[src/rtl/instr_mem_loader.sv]
// Streams a program image into instruction memory, zero-fills the tail,
// and keeps the CPU in reset until every word has been written.
module instr_mem_loader #(
    parameter int ADDR_W = 5,
    parameter int DATA_W = 32
) (
    input  logic              clk_i,
    input  logic              rst_i,
    input  logic              start_i,
    input  logic              s_valid_i,
    input  logic [DATA_W-1:0] s_data_i,
    output logic              s_ready_o,
    output logic              mem_we_o,
    output logic [ADDR_W-1:0] mem_addr_o,
    output logic [DATA_W-1:0] mem_data_o,
    output logic              cpu_rst_n_o,
    output logic              busy_o,
    output logic              done_o,
    output logic              overflow_o,
    output logic [ADDR_W:0]   word_cnt_o
);

    localparam int DEPTH = 2 ** ADDR_W;
    localparam logic [ADDR_W-1:0] LAST = ADDR_W'(DEPTH - 1);
    localparam logic [ADDR_W:0] CNT_MAX = (ADDR_W + 1)'(DEPTH);

    typedef enum logic [1:0] {
        IDLE,
        LOAD,
        FILL,
        DONE
    } state_t;

    state_t              state_q, state_d;
    logic [ADDR_W-1:0]   addr_q, addr_d;
    logic [ADDR_W:0]     cnt_q, cnt_d;
    logic                ovf_q, ovf_d;
    logic                we_q, we_d;
    logic [ADDR_W-1:0]   waddr_q, waddr_d;
    logic [DATA_W-1:0]   wdata_q, wdata_d;
    logic                done_q, done_d;
    logic                hs;

    assign s_ready_o   = (state_q == LOAD);
    assign hs          = s_valid_i && s_ready_o;
    assign busy_o      = (state_q == LOAD) || (state_q == FILL);
    assign done_o      = done_q;
    assign cpu_rst_n_o = done_q;
    assign overflow_o  = ovf_q;
    assign word_cnt_o  = cnt_q;
    assign mem_we_o    = we_q;
    assign mem_addr_o  = waddr_q;
    assign mem_data_o  = wdata_q;

    // Register all state and the write port; reset abandons any load.
    always_ff @(posedge clk_i or posedge rst_i) begin
        if (rst_i) begin
            state_q <= IDLE;
            addr_q  <= '0;
            cnt_q   <= '0;
            ovf_q   <= 1'b0;
            we_q    <= 1'b0;
            waddr_q <= '0;
            wdata_q <= '0;
            done_q  <= 1'b0;
        end else begin
            state_q <= state_d;
            addr_q  <= addr_d;
            cnt_q   <= cnt_d;
            ovf_q   <= ovf_d;
            we_q    <= we_d;
            waddr_q <= waddr_d;
            wdata_q <= wdata_d;
            done_q  <= done_d;
        end
    end

    // Next-state and write-port decode; done lags the final write by a cycle.
    always_comb begin
        state_d = state_q;
        addr_d  = addr_q;
        cnt_d   = cnt_q;
        ovf_d   = ovf_q;
        we_d    = 1'b0;
        waddr_d = waddr_q;
        wdata_d = wdata_q;
        done_d  = 1'b0;
        unique case (state_q)
            IDLE: begin
                if (start_i) begin
                    state_d = LOAD;
                    addr_d  = '0;
                    cnt_d   = '0;
                    ovf_d   = 1'b0;
                end
            end
            LOAD: begin
                if (hs) begin
                    we_d    = 1'b1;
                    waddr_d = addr_q;
                    wdata_d = s_data_i;
                    if (s_data_i != '0) begin
                        if (cnt_q != CNT_MAX) begin
                            cnt_d = cnt_q + 1'b1;
                        end
                        if (addr_q == LAST) begin
                            state_d = DONE;
                            ovf_d   = 1'b1;
                        end else begin
                            addr_d = addr_q + 1'b1;
                        end
                    end else if (addr_q == LAST) begin
                        state_d = DONE;
                    end else begin
                        state_d = FILL;
                        addr_d  = addr_q + 1'b1;
                    end
                end
            end
            FILL: begin
                we_d    = 1'b1;
                waddr_d = addr_q;
                wdata_d = '0;
                if (addr_q == LAST) begin
                    state_d = DONE;
                end else begin
                    addr_d = addr_q + 1'b1;
                end
            end
            DONE: begin
                if (start_i) begin
                    state_d = LOAD;
                    addr_d  = '0;
                    cnt_d   = '0;
                    ovf_d   = 1'b0;
                end else begin
                    done_d = 1'b1;
                end
            end
            default: begin
                state_d = IDLE;
            end
        endcase
    end

endmodule

[config.mk]
export PLATFORM = sky130hd
export DESIGN_NAME = instr_mem_loader
export DESIGN_NICKNAME = d
export VERILOG_FILES = /design/src/rtl/instr_mem_loader.sv
export SDC_FILE = /design/constraint.sdc
export NUM_CORES = 1
export LEC_CHECK = 0
export ABC_AREA = 1
export CORE_UTILIZATION = 40
export CTS_BUF_LIST = sky130_fd_sc_hd__clkbuf_8
export DETAILED_ROUTE_END_ITERATION = 10
export GPL_TIMING_DRIVEN = 0
export PLACE_DENSITY = 0.7
export SYNTH_ARGS = -nofsm -noshare
export SYNTH_HDL_FRONTEND = slang
export SYNTH_SLANG_ARGS = --single-unit
[constraint.sdc]
create_clock -name clk_i -period 4.9 [get_ports clk_i]
set_input_delay 0.49 -clock clk_i [delete_from_list [all_inputs] [get_ports clk_i]]
set_output_delay 0.49 -clock clk_i [all_outputs]
set_load 0.03 [all_outputs]
==> metrics <==
Hold Fails Final Rpt=0; CP Data Arrival Time=2.26 ns; first-pass GRT wire length=9920 um; Hold-fix buffers, CTS=0; Cell Area, Synth=2590 um^2; period utilization=56.1%; setup bufs post-CTS=0; post-cts sizing count=0; Hold Crit Class=input pin to async pin; Seq/Total Area, Yosys=51.2%; crit-path leading delay family=buffers and inverters; Max Slew Vio Count=0; Final WS setup=2.15 ns; EDFF count, synth=0; CTS tree=done; vias=2373; area grow syn2layout=41.3%; Clock H-tree levels=2; mux share of post-synthesis cell area=1.45%; Pre-Repair DR Iteration Count=4; power per standard cell area=690 nW/um^2; Synth async-reset ratio=100%; Finish-stage setup viols=0; DRC=0; Place WS=2.49 ns; Startpoint Class=register; total grt overflow=0; Register-to-Register Path Depth=7; most used cell, CP=inv_1; Final nets=443; Simple-Gate Fraction of Synth Area=22.3%; status=complete, no violations; total CTS buffers=5; Clock Path Buffers=2; largest family of logic cells by synthesized area=simple AND/OR/NAND/NOR gates; diodes inserted=0; max_slew headroom=71.0%; CP max FO=10; CP Class=register to output pin; layout cell share with drive strength beyond 1=7.23%; I/O Pins=85; synth unique cells=30; vias per inst=4.99; Die H=82.5 um; fin crit period=2.75 ns; largest net degree at the start of global routing=43; Slew @ Worst Pin=0.436 ns; WL per Instance=13.2 um; num rows=28; CTS clk-pin slew, worst paths=0.09 ns; Worst path slowest cell=clkdlybuf4s50_1; die area=6810 um^2; Hold WS=0.444 ns; gpl congestion=0.806; GRT Util Overall=19.2%; critical path depth=5; number of global-route vias before repair=2188; syn nets=351; ANT nets after route=0; routed wire length=6290 um; setup tns final=0 ns; Worst path max stage delay=0.72 ns; Max Clock Skew=0.00227 ns; Synth Area in Compound Gates=11.3%; critical-path cell list=inv_1 -> ha_1 -> buf_4 -> inv_1 -> clkdlybuf4s50_1; drt first-iter violations=133; ys flop type=dfrtp_1; P_leak=1.67 nW; Post-DP HPWL=4720 um; Buf/Inv on CP=4; Starting Density=42.5%; die width=82.5 um; CTS Root Cell=clkbuf_8; Avg Cell Area, Syn=8.42 um^2; crit end category=output pin; synth warn=0; Critical Path RT=4.41 ns; Synth Instances=308; core area=6100 um^2; Port Buf Inserts=84; initial antenna violation count=0; Adder-Cell Fraction of Synth Area=3.38%; RSZ-0062 raised after global routing=false; # clock sinks=53; Clock Latency Late Sink=0.31 ns; Synth Area in XOR/XNOR=0.338%; maxcap violations=0; Fmax=0.364 GHz; worst vdd ir=0.416 mV; Power Total=2.53 mW; #FFs+latches synth=53
==> path summary, 6_finish.rpt <==
path | end | slack [ns] | startpoint
max in group asynchronous | mem_data_o[29]$_DFFE_PP0P_ | 3.96 | rst_i
worst max-delay path | busy_o | 2.15 | state_q[0]$_DFFE_PP0P_
worst min register to register | overflow_o$_DFFE_PP0P_ | 0.50 | overflow_o$_DFFE_PP0P_
worst min-delay path | mem_data_o[2]$_DFFE_PP0P_ | 0.44 | rst_i
min in group clk_i | overflow_o$_DFFE_PP0P_ | 0.50 | overflow_o$_DFFE_PP0P_
worst max register to register | addr_q[0]$_DFFE_PP0P_ | 3.03 | state_q[0]$_DFFE_PP0P_
==> routing by layer <==
layer / GRT usage, % / up-vias / routed length (um)
li1: - / 1166 / -
met1: 24.9 / 1122 / 2830
met2: 32.3 / 73 / 2940
met3: 3.41 / 12 / 410
met4: 6.72 / 0 / 114
met5: 0 / - / 0
==> power by group <==
part | total [mW] | internal, mW | switching [mW]
Sequential | 0.731 | 0.619 | 0.112
Clock | 0.305 | 0.165 | 0.141
Combinational | 1.49 | 0.577 | 0.914
Total | 2.53 | 1.36 | 1.17
==> cells by family after synthesis <==
group | after synthesis
and+or+nand+nor | 131
adders and majority gates | 7
muxes | 3
xor gates and xnor gates | 1
DFF | 53
buffers and inverters | 62
AOI/OAI and AO/OA | 51
==> metrics by stage <==
step                instance area, um^2  cells  util (%)
finish                             3660    476      60.1
global route                       3660    476      60.1
CTS                                3660    476      60.1
detailed placement                 3550    468      58.2
global placement                   3530    467      57.9
floorplan                          2590    308         -
==> cell usage in the layout (no fill, tap or decap), drive strengths merged <==
cell and count:
a21oi 8, a22oi 1, a31oi 1, buf 10, bufinv 1, clkbuf 10
clkdlybuf4s50 84, dfrtp 53, ha 7, inv 50, mux2 3, nand2 48
nand3 42, nand3b 1, nand4 1, nor2 36, nor3 1, nor3b 2
o211a 1, o21a 1, o21ai 39, xnor2 1
==> final cells by class <==
cell class                      count  area, um^2
Buffer                             13        76.3
Clock buffer                        6        82.6
Clock inverter                      2        33.8
Fill cell                         556        2430
Inverter                           49         184
Multi-Input combinational cell    193        1010
Sequential cell                    53        1330
Tap cell                           75        93.8
Timing Repair Buffer               85         861
==> cells in the mapped netlist, types with 4 or more instances <==
cell type,instances,area (um^2)
nand3_1,42,210
inv_1,47,176
dfrtp_1,53,1330
ha_1,7,87.6
clkbuf_1,4,15.0
a21oi_1,7,35.0
nor2_1,36,135
buf_2,4,20.0
o21ai_0,37,185
nand2_1,44,165
==> state kept, by name, indices dropped and copies added (netlist names) <==
name and count:
cpu_rst_n_o 1, overflow_o 1, addr_q 5, mem_addr_o 5, word_cnt_o 6, mem_we_o 1, state_q 2, mem_data_o 32
(Power assumes the default switching activity.)
